## src/rtl/csf_byte_streamer.sv

```systemverilog
// CSF byte streamer: captures a packed serializer frame and emits it byte 0 first
// on a valid/ready stream while accumulating the zlib CRC-32 of the emitted bytes.
module csf_byte_streamer #(
  parameter int MAX_BYTES = 46
) (
  input  logic                   clk,
  input  logic                   rst,
  input  logic                   in_valid,
  input  logic [8:0]             in_byte_count,
  input  logic [8*MAX_BYTES-1:0] in_data,
  output logic                   busy,
  output logic                   out_valid,
  input  logic                   out_ready,
  output logic [7:0]             out_data,
  output logic                   out_last,
  output logic                   crc_valid,
  output logic [31:0]            crc_out,
  output logic                   len_err
);

  localparam int         W    = 8 * MAX_BYTES;
  localparam logic [8:0] MAXC = 9'(MAX_BYTES);

  typedef enum logic [1:0] {IDLE, STREAM, FINISH} state_t;

  state_t      state, state_nxt;
  logic [W-1:0] shreg;
  logic [8:0]  idx, len;
  logic [31:0] crc, crc_nxt;
  logic        armed;
  logic        take, count_ok, accept, is_last;

  // Reflected CRC-32 (0xEDB88320), eight bit-serial steps unrolled.
  function automatic logic [31:0] crc_step(input logic [31:0] c_in, input logic [7:0] d);
    logic [31:0] c;
    c = c_in ^ {24'h000000, d};
    for (int i = 0; i < 8; i++)
      c = c[0] ? ((c >> 1) ^ 32'hEDB88320) : (c >> 1);
    return c;
  endfunction

  always_comb begin
    state_nxt = state;
    take      = (state == IDLE) && in_valid && armed;
    count_ok  = (in_byte_count != 9'd0) && (in_byte_count <= MAXC);
    is_last   = (idx == len - 9'd1);
    accept    = (state == STREAM) && out_ready;
    crc_nxt   = crc_step(crc, shreg[7:0]);

    busy      = (state != IDLE);
    out_valid = (state == STREAM);
    out_data  = (state == STREAM) ? shreg[7:0] : 8'h00;
    out_last  = (state == STREAM) && is_last;
    crc_valid = (state == FINISH);
    len_err   = take && !count_ok;

    case (state)
      IDLE:    if (take && count_ok) state_nxt = STREAM;
      STREAM:  if (accept && is_last) state_nxt = FINISH;
      FINISH:  state_nxt = IDLE;
      default: state_nxt = IDLE;
    endcase
  end

  // crc_out is loaded on the last accept so it is already valid while crc_valid is high.
  always_ff @(posedge clk) begin
    if (rst) begin
      state   <= IDLE;
      shreg   <= '0;
      idx     <= 9'd0;
      len     <= 9'd0;
      crc     <= 32'h00000000;
      crc_out <= 32'h00000000;
      armed   <= 1'b1;
    end else begin
      state <= state_nxt;

      if (!in_valid)
        armed <= 1'b1;
      else if (take)
        armed <= 1'b0;

      if (take && count_ok) begin
        shreg <= in_data;
        len   <= in_byte_count;
        idx   <= 9'd0;
        crc   <= 32'hFFFFFFFF;
      end else if (accept) begin
        crc   <= crc_nxt;
        shreg <= {8'h00, shreg[W-1:8]};
        idx   <= idx + 9'd1;
        if (is_last)
          crc_out <= crc_nxt ^ 32'hFFFFFFFF;
      end
    end
  end

endmodule

```

## config.mk

```make
export PLATFORM = sky130hd
export DESIGN_NAME = csf_byte_streamer
export DESIGN_NICKNAME = d
export VERILOG_FILES = /design/src/rtl/csf_byte_streamer.sv
export SDC_FILE = /design/constraint.sdc
export NUM_CORES = 1
export LEC_CHECK = 0
export BUFFER_PORTS_ARGS = -buffer_cell sky130_fd_sc_hd__buf_2
export CAP_MARGIN = 0
export CELL_PAD_IN_SITES_DETAIL_PLACEMENT = 2
export CELL_PAD_IN_SITES_GLOBAL_PLACEMENT = 2
export CORE_MARGIN = 4
export CORE_UTILIZATION = 31
export DETAILED_ROUTE_END_ITERATION = 16
export PLACE_DENSITY = 0.79
export SYNTH_ARGS = -nofsm -noshare
export SYNTH_HDL_FRONTEND = slang
export SYNTH_SLANG_ARGS = --single-unit
```

## constraint.sdc

```tcl
create_clock -name clk -period 3.52 [get_ports clk]
set_clock_uncertainty 0.05 [all_clocks]
set_input_delay 0.704 -clock clk [delete_from_list [all_inputs] [get_ports clk]]
set_output_delay 0.704 -clock clk [all_outputs]
set_load 0.02 [all_outputs]
```

Word-level counts from Yosys, hierarchy flattened:

Index checks and enable logic that the tools add are counted.

* bits in registers: 453
* input port bits: 381
* output and inout bits: 45

* add/subtract/negate cells: 2
* $lt $le $gt $ge: 1
* equal/unequal tests: 5
* multiplexer cells: 16
* bitwise logic cells: 12
* reductions and logical operators: 17

Operators by type and width (number)
* two-way mux 368 bit: 2
* two-way mux 32 bit: 10
* NOT 13 -> 14 bit: 8
* NOT 32 bit: 1
* XOR 32 x 8 -> 32 bit: 1
* adder 9 x 1 -> 9 bit (second input constant): 1
* == test 9 bit: 1
* <= comparator 9 x 6 -> 1 bit (second input constant): 1
* nonzero test 9 bit: 1
* subtractor 9 x 1 -> 9 bit (second input constant): 1
* logical AND 1 bit: 8
* two-way mux 8 bit: 1
* two-way mux 2 bit: 2
* != test 2 x 1 -> 1 bit (second input constant): 2
* case mux 2 bit (2 select lines): 1
* nonzero test 2 bit: 2
* OR reduction 2 bit: 2
* AND reduction 3 bit: 1
* == test 2 x 1 -> 1 bit (second input constant): 1
* == test 2 bit (second input constant): 1
* zero test 2 bit: 1
* NOT 1 bit: 2
* AND reduction 2 bit: 1
* zero test 1 bit: 1

Longest topological paths before layout:

Gate-level depths: netlist of the first run.

* depth in word-level cells: 19
* depth in mapped cells: 10
* mapped depth without buffers: 8

Worst setup path before layout of the first run:

OpenSTA, ideal clock, no wires.

* path kind: register to output
* start point: reg len[0]
* end point: out out_last
* arrival time: 2333 ps
* required time: 2766 ps
* setup slack: 433 ps
* cell stages (with the launch flop): 10
* cell sequence: dfxtp_1 -> inv_1 -> ha_1 -> nor3b_1 -> and3_1 -> o2111ai_1 -> or3_1 -> buf_6 -> clkbuf_1 -> nor2_1

* longest elaborated chain between the ends: 3

Ends and longest elaborated chain
* start: declaration: RTL line 28 `logic [8:0] idx, len;`
* start signal: assignment: RTL line 85 `len <= in_byte_count;`
* subtractor 9 x 1 -> 9 bit: RTL line 46 `is_last = (idx == len - 9'd1);`
* == test 9 bit: RTL line 46
* logical AND 1 bit: RTL line 53 `out_last = (state == STREAM) && is_last;`
* end: declaration: RTL line 15 `output logic out_last,`

Every way passes these cells.

Worst setup path after layout of the first run:

Ends and elaborated chain as after synthesis.

==> metrics.md, run 1 <==
| Metric | Value |
|---|---|
| Int Power | `8.82 mW` |
| Via density | `between 5 and 6` |
| Async SR Flop Fraction | `0` |
| Final Max Tran Viols | `0` |
| Crit. End Element | `output pin` |
| Number of flops mapped to enable cells by yosys | `0` |
| Power share of the combinational group | `0.069` |
| Layout cells sized above 1 | `0.228` |
| Dpl hpwl | `48.3 mm` |
| Final hold slack | `0.300 ns` |
| Routability cong. | `0.831` |
| Pwr/cell area | `510 nW/um2` |
| Biggest area consumer among synthesized cells | `dfxtp_1` |
| Die extent in y | `249 um` |
| Grt ovf | `0` |
| Required time of the critical path | `2.77 ns` |
| Flop pwr share | `0.455` |
| Critical Path Fanout Max | `6` |
| IO Port Bufs | `425` |
| Crit path DAT | `~2.7 ns` |
| Final hold violations | `0` |
| Initial antenna violation count | `49` |
| Buf/Inv on CP | `1` |
| Area grow syn2layout | `26.0%` |
| Nets | `about 2800` |
| CTS Hold Bufs | `0` |
| Mapped Nets | `around 2500` |
| First-pass GRT wire length | `109 mm` |
| Fmax | `approximately 0.29 GHz` |
| Vias after detailed routing | `17300` |
| Clock buffer count from CTS | `52` |
| Drt wl/cell | `around 22 um` |
| Post-synthesis cell count | `2094` |
| Tot GR Track Use | `0.217` |
| Worst-Skew Late Latency | `0.60 ns` |
| Final wirelength | `71.1 mm` |
| CP top delay family | `simple AND/OR/NAND/NOR gates` |
| Top cell type's share of synthesized area | `0.504` |
| Core ar. | `approximately 58000 um2` |
| Count of final setup violators | `0` |
| Status | `complete, no violations` |
| Crit share post-route | `0.972` |
| Die X | `249 um` |
| Worst slew pin tran | `1.06 ns` |
| CTS tree | `built` |
| Switching share of power | `0.238` |
| Clock root buffer | `clkbuf_16` |
| DRC | `0` |
| Commonest register cell after synthesis | `dfxtp_1` |
| CP max stage delay | `0.58 ns` |
| Clock Tree Buf Depth | `3` |
| Total Power | `between 10 and 15 mW` |
| Period minus WS final | `3.42 ns` |
| Initial core utilization | `0.312` |
| Largest net degree at the start of global routing | `154` |
| Avg Cell Area, Syn | `8.59 um2` |
| Worst-path clk slew | `0.06 ns` |
| Clock Power Share | `0.477` |
| Post-synth top cells | `dfxtp_1 (453), a21oi_1 (395), nand2_1 (394)` |
| I/O pins | `between 400 and 500` |
| Synth area leaders | `dfxtp_1 (50%), a22oi_1 (15%), a21oi_1 (11%), nand2_1 (8.2%), clkbuf_1 (3.8%)` |
| CP Launch Type | `flip-flop` |
| NetSw | `2.76 mW` |
| Post-synth cell types | `45` |
| Most frequent cell after synthesis | `dfxtp_1` |
| Post-route ant nets | `0` |
| Die area | `62000 um2` |
| Flops & latches, synth | `453` |
| Initial DRC Count | `about 1100` |
| HP Class | `input port to flip-flop` |
| Mapped cell area | `18000 um2` |
| CP Cell Sequence | `or4_4, nor4_2, o311ai_1, or3_1, nor2_2, buf_2` |
| Leak | `8.04 nW` |
| Vias in the first global route | `18600` |
| Slew margin rel. | `0.291` |
| Max_cap viols | `0` |
| # rows | `88` |
| Yosys warns | `0` |
| Total clock sinks | `453` |
| 1st-pass router iterations | `5` |
| Register area share after synthesis | `0.504` |
| Utilization after layout | `0.394` |
| Worst-path cell with the longest stage delay | `or4_4` |
| Setup Crit Path Kind | `flip-flop to output pin` |
| VDD IR max | `317 uV` |
| H-Tree Depth | `2` |
final timing paths:
kind	from	end	slack, ns	cells past startpoint
min	in_data[361]	shreg[361]	0.30	3
max reg2reg	len[0]	crc_out[14]	0.41	6
min reg2reg	shreg[280]	shreg[280]	0.41	2
max	len[0]	out_last	0.1	6
power by group through the flow:
stage	Combinational [mW]	Sequential, mW	Clock [mW]
after floorplan	0.404	5.35	0
after global placement	0.755	5.37	0
after detailed placement	0.784	5.37	0
after CTS	0.800	5.26	5.69
after global routing	0.871	5.27	5.93
final	0.794	5.26	5.52
flip-flops by register name, indices dropped and copies added (netlist names):
| name | cells |
|---|---|
| len | 9 |
| crc_out | 32 |
| idx | 9 |
| crc | 32 |
| state | 2 |
| armed | 1 |
| shreg | 368 |
tightest hold or removal path, stage by stage:
cell and delay (ns):
buf_2 0.10, nand2_1 0.04, a21oi_1 0.05
cell usage in the layout, fill, tap and decap left out, types with 17 or more instances in the layout:
cell type and n:
a22oi_1 360, diode_2 33, clkbuf_16 54, a21oi_1 395
xor2_1 30, nand3_1 26, o21ai_0 18, buf_2 424
nor2_1 56, buf_4 20, nand2_1 394, xnor2_1 54
nor3_1 26, dfxtp_1 450, clkbuf_8 19, a22o_1 17
timing repair:
item                                    in CTS  in global routing
gates resized for setup                      6                  4
endpoints found under the setup margin       1                  1
setup buffers                                2                  0
metrics by stage:
stage / setup WS [ns] / setup TNS (ns) / area [um2] / std cells
after floorplan: 0.433 / 0 / 18000 / 2094
after global placement: 0.468 / 0 / 20800 / 3127
after detailed placement: 0.307 / 0 / 20800 / 3127
after CTS: 0.0322 / 0 / 22600 / 3226
after global routing: -0.00308 / -0.00308 / 22600 / 3248
final: 0.0988 / 0 / 22700 / 3259
cell families after synthesis:
family          synth area share
xor+xnor                  0.0440
flops                      0.504
compound gates             0.287
fa+ha+maj                0.00139
simple gates               0.122
buf+inv                   0.0414
metal layers:
metal	track usage	vias to the layer above	routed length, um
met1	0.261	8648	29300
met2	0.381	335	36000
li1	-	8191	-
met5	0	-	213
met4	0.0680	34	1870
met3	0.0543	135	3710
area by class of cell:
type / instances / area [um2]
antenna: 33 / 82.6
clock buffer: 86 / 1660
clock inverter: 11 / 95.1
fill: 6452 / 34900
inverter: 5 / 18.8
multi-input combinational: 1447 / 8220
sequential: 453 / 9070
tap: 765 / 957
timing repair buffer: 459 / 2570
Note: power is estimated with default switching activity, not from simulation.
==> run 2, diff against run 1 <==
--- a/config.mk
+++ b/config.mk
@@ -13,6 +13,7 @@
 export CORE_UTILIZATION = 31
 export DETAILED_ROUTE_END_ITERATION = 16
 export PLACE_DENSITY = 0.79
+export SETUP_SLACK_MARGIN = 0.3
 export SYNTH_ARGS = -nofsm -noshare
 export SYNTH_HDL_FRONTEND = slang
 export SYNTH_SLANG_ARGS = --single-unit
==> metrics.md, run 2 (synthesis results as in run 1) <==
| Metric | Value |
|---|---|
| Post-DP Area | `slightly above 20000 um2` |
| R2R cell count | `6` |
| Die extent in y | `249 um` |
| CP Launch Type | `flip-flop` |
| Most common cell after layout, fill and taps aside | `dfxtp_1` |
| Clock buffer count from CTS | `52` |
| Commonest non-fill, non-tap cells in the layout | `dfxtp_1 (449), buf_2 (423), nand2_1 (394), a21oi_1 (393), a22oi_1 (360)` |
| Worst r2r dst | `crc_out[14]` |
| Max reg flops | `368` |
| Setup Crit Path Kind | `flip-flop to output pin` |
| Grt ovf | `0` |
| Power share of the combinational group | `0.070` |
| Clock root buffer | `clkbuf_16` |
| CP max stage delay | `between 0.5 and 0.6 ns` |
| Switching share of power | `0.239` |
| CTS Hold Bufs | `0` |
| First-pass GRT wire length | `109 mm` |
| HP Class | `input port to flip-flop` |
| Worst-Skew Late Latency | `0.60 ns` |
| Total clock sinks | `roughly 450` |
| CTS tree | `built` |
| Flop pwr share | `0.454` |
| I/O pins | `about 430` |
| CP top delay family | `simple AND/OR/NAND/NOR gates` |
| 1st-pass router iterations | `5` |
| Required time of the critical path | `2.77 ns` |
| R2R Setup Slk | `0.45 ns` |
| Final Max Tran Viols | `0` |
| Initial antenna violation count | `49` |
| Leak | `8.10 nW` |
| Buf/Inv on CP | `2` |
| Pwr/cell area | `507 nW/um2` |
| # rows | `88` |
| Int Power | `8.82 mW` |
| Final hold violations | `0` |
| NetSw | `2.77 mW` |
| Area grow syn2layout | `27.1%` |
| Drt wl/cell | `22.0 um` |
| Clock Tree Buf Depth | `3` |
| Period minus WS final | `around 3.3 ns` |
| RSZ-0062 raised after global routing | `true` |
| VDD IR max | `317 uV` |
| Max_cap viols | `0` |
| Fmax | `0.303 GHz` |
| Crit. End Element | `output pin` |
| Setup TNS Final | `0 ns` |
| Die X | `249 um` |
| Layout cells sized above 1 | `0.237` |
| Hold Path Depth | `3` |
| Post-route ant nets | `0` |
| Final hold slack | `about 0.30 ns` |
| Via density | `5.33` |
| Worst-path cell with the longest stage delay | `or4_4` |
| Post-route design area | `22900 um2` |
| Vias in the first global route | `18700` |
| H-Tree Depth | `2` |
| Core ar. | `between 50000 and 60000 um2` |
| Status | `complete, no violations` |
| Initial core utilization | `0.312` |
| Critical Path Fanout Max | `5` |
| Tot GR Track Use | `0.218` |
| Crit path DAT | `2.54 ns` |
| Crit share post-route | `0.937` |
| Die area | `a little over 60000 um2` |
| Worst-path clk slew | `around 0.060 ns` |
| Vias after detailed routing | `17400` |
| Count of final setup violators | `0` |
| Hold path start | `in_data[361]` |
| R2R Path Start | `len[0]` |
| Worst slew pin tran | `1.04 ns` |
| Slew margin rel. | `0.307` |
| Initial DRC Count | `1165` |
| DRC | `0` |
| CP Cell Sequence | `or4_4, buf_6, or3_4, o311ai_2, or3_4, nor2_4, buf_6` |
| Final wirelength | `71.9 mm` |
| IO Port Bufs | `425` |
| Clock Power Share | `0.476` |
| Largest net degree at the start of global routing | `roughly 150` |
| Routability cong. | `0.831` |
| WP depth | `7` |
| Dpl hpwl | `48.3 mm` |
| Nets | `roughly 2800` |
| Worst Hold End | `shreg[361]` |
| Top Registers | `shreg: 368 flops, crc: 32 flops, crc_out: 32 flops` |
| Biggest register | `shreg` |
[run 2: cell count changes in the layout (fill, tap and decap cells not counted), moves of 2 or more]
cell / before / now
a21oi_1: 395 / 393
buf_4: 20 / 27
buf_6: 0 / 2
dfxtp_4: 0 / 2
inv_1: 5 / 3
inv_2: 0 / 2
nor4_2: 2 / 0
nor4_4: 0 / 3
or3_1: 5 / 2
or3_4: 0 / 3
[run 2: how the worst max path moves through the flow]
stage / from / end / slack, ns
after floorplan: len[0] / out_last / 0.43
after global placement: len[0] / out_last / 0.47
after detailed placement: len[0] / out_last / 0.31
after CTS: len[1] / out_last / 0.16
after global routing: idx[8] / out_last / 0.1
final: len[0] / out_last / 0.22
[run 2: metal layers]
layer,routed length [um],GRT usage,share of wire
met3,3760,0.0541,0.052
met1,29600,0.263,0.41
met5,207,0,0.0029
met2,36500,0.384,0.51
met4,1850,0.0680,0.026
[run 2: cell type report]
type | count | area (um2)
Timing Repair Buffer | 467 | 2640
Inverter | 5 | 18.8
Tap cell | 765 | 957
Antenna cell | 34 | 85.1
Multi-Input combinational cell | 1447 | 8340
Clock buffer | 86 | 1660
Sequential cell | 453 | 9080
Clock inverter | 11 | 95.1
Fill cell | 6435 | 34700
[run 2: power by group through the flow]
| stage | Sequential (mW) | Combinational, mW | Clock, mW |
|---|---|---|---|
| after floorplan | 5.35 | 0.404 | 0 |
| after global placement | 5.37 | 0.755 | 0 |
| after detailed placement | 5.37 | 0.784 | 0 |
| after CTS | 5.26 | 0.806 | 5.69 |
| after global routing | 5.27 | 0.887 | 5.93 |
| final | 5.26 | 0.811 | 5.52 |
[run 2: worst reg2reg max path: stages, from the launching register on]
cell      delay (ns)
dfxtp_4         0.36
or4_4           0.59
nor4_4          0.20
o311ai_2        0.13
nor2_1          0.82
a21oi_2         0.46
a22o_1          0.36
[run 2: timing repair]
item | 4_1_cts | 5_1_grt
pin swaps | 5 | 8
setup endpoints to repair | 18 | 18
resized for setup | 22 | 14
setup buffers | 6 | 4
[run 2: stage by stage]
stage | worst slack [ns] | util | power [mW] | instances
final | 0.223 | 0.397 | 11.6 | 3268
after global routing | 0.0967 | 0.397 | 12.1 | 3256
after CTS | 0.157 | 0.394 | 11.8 | 3230
after detailed placement | 0.307 | 0.361 | 6.16 | 3127
after global placement | 0.468 | 0.361 | 6.12 | 3127
after floorplan | 0.433 | - | 5.76 | 2094
==> run 3, diff against run 2 <==
--- a/config.mk
+++ b/config.mk
@@ -5,14 +5,15 @@
 export SDC_FILE = /design/constraint.sdc
 export NUM_CORES = 1
 export LEC_CHECK = 0
+export ABC_AREA = 1
 export BUFFER_PORTS_ARGS = -buffer_cell sky130_fd_sc_hd__buf_2
 export CAP_MARGIN = 0
 export CELL_PAD_IN_SITES_DETAIL_PLACEMENT = 2
 export CELL_PAD_IN_SITES_GLOBAL_PLACEMENT = 2
 export CORE_MARGIN = 4
-export CORE_UTILIZATION = 31
+export CORE_UTILIZATION = 30
 export DETAILED_ROUTE_END_ITERATION = 16
-export PLACE_DENSITY = 0.79
+export PLACE_DENSITY = 0.81
 export SETUP_SLACK_MARGIN = 0.3
 export SYNTH_ARGS = -nofsm -noshare
 export SYNTH_HDL_FRONTEND = slang
==> metrics.md, run 3 <==
| Metric | Value |
|---|---|
| CP Launch Type | `flip-flop` |
| Main combinational cell family by area after synthesis | `simple AND/OR/NAND/NOR gates` |
| Fill cells | `7866` |
| Number of flops mapped to enable cells by yosys | `0` |
| Total clock sinks | `about 450` |
| Worst slew pin tran | `1.05 ns` |
| Die X | `between 200 and 300 um` |
| Count of final setup violators | `0` |
| Most frequent cell after synthesis | `nand2_1` |
| Slew margin rel. | `0.299` |
| Crit. End Element | `output pin` |
| Worst-Skew Late Latency | `0.60 ns` |
| Simple-gate portion of the synthesized area | `0.306` |
| First-pass GRT wire length | `128 mm` |
| Required time of the critical path | `2.77 ns` |
| Setup Crit Path Kind | `flip-flop to output pin` |
| RSZ-0062 raised after global routing | `true` |
| Clock buffer count from CTS | `54` |
| Crit. Startpoint | `len[1]` |
| Nets | `3656` |
| Worst-path cell with the longest stage delay | `dfxtp_1` |
| Dpl hpwl | `approximately 59 mm` |
| Final Max Tran Viols | `0` |
| Avg Cell Area, Syn | `6.81 um2` |
| VDD IR max | `354 uV` |
| Fmax | `0.329 GHz` |
| Top cell type's share of synthesized area | `0.452` |
| I/O pins | `426` |
| Synth area leaders | `dfxtp_1 (45%), nand2_1 (26%), a31oi_1 (5.9%), inv_1 (5.3%), nand3_1 (2.8%)` |
| Drt wl/cell | `about 20 um` |
| Max_cap viols | `0` |
| Flop pwr share | `0.450` |
| Vias after detailed routing | `20700` |
| Post-DP Area | `22900 um2` |
| Final wirelength | `83.8 mm` |
| Worst-path clk slew | `approximately 0.060 ns` |
| Initial antenna violation count | `23` |
| CTS Hold Bufs | `0` |
| Hold path start | `in_valid` |
| Mapped cell area | `around 20000 um2` |
| Grt ovf | `0` |
| # rows | `94` |
| Int Power | `8.75 mW` |
| Final hold violations | `0` |
| Crit share post-route | `0.864` |
| Leak | `10.9 nW` |
| CTS tree | `built` |
| Via density | `just under 5` |
| Post-route design area | `24700 um2` |
| Core ar. | `66000 um2` |
| DRC | `0` |
| Crit path DAT | `2.29 ns` |
| Largest net degree at the start of global routing | `110` |
| CP max stage delay | `around 0.34 ns` |
| Power share of the combinational group | `0.086` |
| Period minus WS final | `3.04 ns` |
| Routability cong. | `0.827` |
| Die area | `~70000 um2` |
| Clock root buffer | `clkbuf_16` |
| R2R cell count | `13` |
| Hold Path Depth | `2` |
| Commonest register cell after synthesis | `dfxtp_1` |
| Async SR Flop Fraction | `0` |
| Adder-cell share of the synthesized area | `0.00125` |
| Pwr/cell area | `476 nW/um2` |
| Setup TNS Final | `0 ns` |
| Max reg flops | `368` |
| 1st-pass router iterations | `5` |
| Flops & latches, synth | `about 450` |
| Post-synth cell types | `38` |
| R2R Path Start | `shreg[1]` |
| Biggest register | `shreg` |
| Initial DRC Count | `978` |
| Area grow syn2layout | `22.9%` |
| Die extent in y | `267 um` |
| Top Registers | `shreg: 368 flops, crc: 32 flops, crc_out: 32 flops` |
| Worst r2r dst | `crc_out[20]` |
| Commonest non-fill, non-tap cells in the layout | `nand2_1 (1380), dfxtp_1 (452), buf_2 (423), inv_1 (278), a31oi_1 (190)` |
| Complex-gate fraction of the synthesized area | `0.122` |
| HP Class | `input port to flip-flop` |
| Multi-input logic area | `9140 um2` |
| Most used cell, CP | `nand2_1` |
| Yosys warns | `0` |
| Post-synthesis mux area share | `0` |
| Clock Tree Buf Depth | `3` |
| Biggest area consumer among synthesized cells | `dfxtp_1` |
| XOR/XNOR Fraction of Synth Area | `0.0244` |
| Mapped Nets | `3330` |
| Tot GR Track Use | `0.226` |
| Clock Power Share | `0.464` |
| Post-synth top cells | `nand2_1 (1380), dfxtp_1 (453), inv_1 (282)` |
| Post-route ant nets | `0` |
| Initial core utilization | `0.304` |
| Sequential cell area | `9070 um2` |
| NetSw | `2.98 mW` |
| Register area share after synthesis | `0.452` |
| Switching share of power | `0.254` |
| Layout cells sized above 1 | `0.173` |
| IO Port Bufs | `approximately 430` |
| Status | `complete, no violations` |
| Vias in the first global route | `23000` |
| Critical Path Fanout Max | `3` |
| Most common cell after layout, fill and taps aside | `nand2_1` |
| R2R Setup Slk | `0.84 ns` |
| CP Cell Sequence | `inv_2, ha_4, inv_1, nand2_1, nand2_1, nor2_2, nand2_1, nor2_1, nand2_1, nor2_2, nand3_2, nor2_2, buf_6` |
| Worst Hold End | `armed` |
| H-Tree Depth | `2` |
| Post-synthesis cell count | `2947` |
[run 3: changes by cell type after synthesis, sizes merged, moves of 55 or more]
cell and delta:
nand3 +90, a31oi +188, a22oi -350, o211ai +55, buf +91, clkbuf -95, inv +285, nand2 +995
a21oi -326
[run 3: worst max-delay path: cells and delay by family, from the launching register on]
family | cells | cell delay [ns]
simple gates | 9 | 0.84
buf+inv | 3 | 0.25
fa+ha+maj | 1 | 0.27
flops | 1 | 0.34
[run 3: how the worst max path moves through the flow]
stage                to  slack, ns
2_1_floorplan  out_last       1.16
3_3_place_gp   shreg[5]       0.57
3_5_place_dp   shreg[5]       0.49
4_1_cts        out_last       0.32
5_1_grt        out_last       0.24
6_report       out_last       0.48
[run 3: kinds of logic (layout without fill, tap and decap cells)]
group | Yosys count | count (layout)
DFF | 453 | 453
other | 0 | 14
AOI/OAI and AO/OA | 387 | 387
adders and majority gates | 2 | 2
buffers and inverters | 477 | 839
and+or+nand+nor | 1572 | 1572
xor gates and xnor gates | 56 | 56
[run 3: layer usage]
| layer | vias up | wire [um] | part of all wire | GRT usage |
|---|---|---|---|---|
| met4 | 14 | 1960 | 0.023 | 0.0717 |
| met5 | - | 89 | 0.0011 | 0 |
| met1 | 10300 | 35400 | 0.42 | 0.274 |
| li1 | 9947 | - | - | - |
| met2 | 386 | 42800 | 0.51 | 0.411 |
| met3 | 113 | 3520 | 0.042 | 0.0350 |
[run 3: power by group through the flow]
| stage | clock [mW] | sequential, mW | combinational (mW) |
|---|---|---|---|
| 3_3_place_gp | 0 | 5.38 | 0.969 |
| 2_1_floorplan | 0 | 5.36 | 0.518 |
| 3_5_place_dp | 0 | 5.38 | 1.01 |
| 4_1_cts | 5.60 | 5.27 | 1.02 |
| 6_report | 5.45 | 5.27 | 1.01 |
| 5_1_grt | 5.83 | 5.28 | 1.11 |
[run 3: per-stage QoR]
stage	utilization	power, mW	hold WS [ns]	worst slack, ns	std cells
floorplan	-	5.88	0.371	1.16	2947
CTS	0.373	11.9	0.236	0.320	4172
finish	0.374	11.7	0.272	0.478	4187
global route	0.374	12.2	0.249	0.240	4182
global placement	0.347	6.35	0.381	0.574	4079
detailed placement	0.347	6.39	0.391	0.488	4079
[run 3: cell type report]
type	count	share of cell area
timing repair buffer	455	0.103
inverter	292	0.0457
tap	864	0.0438
multi-input combinational	2017	0.371
clock buffer	79	0.0630
sequential	453	0.368
clock inverter	13	0.00522
antenna	14	0.00142
[run 3: repair_timing]
action,in CTS,in global routing
setup endpoints to repair,1,4
gates cloned,0,0
pin swaps,0,2
setup buffers,1,1
resized for setup,6,7
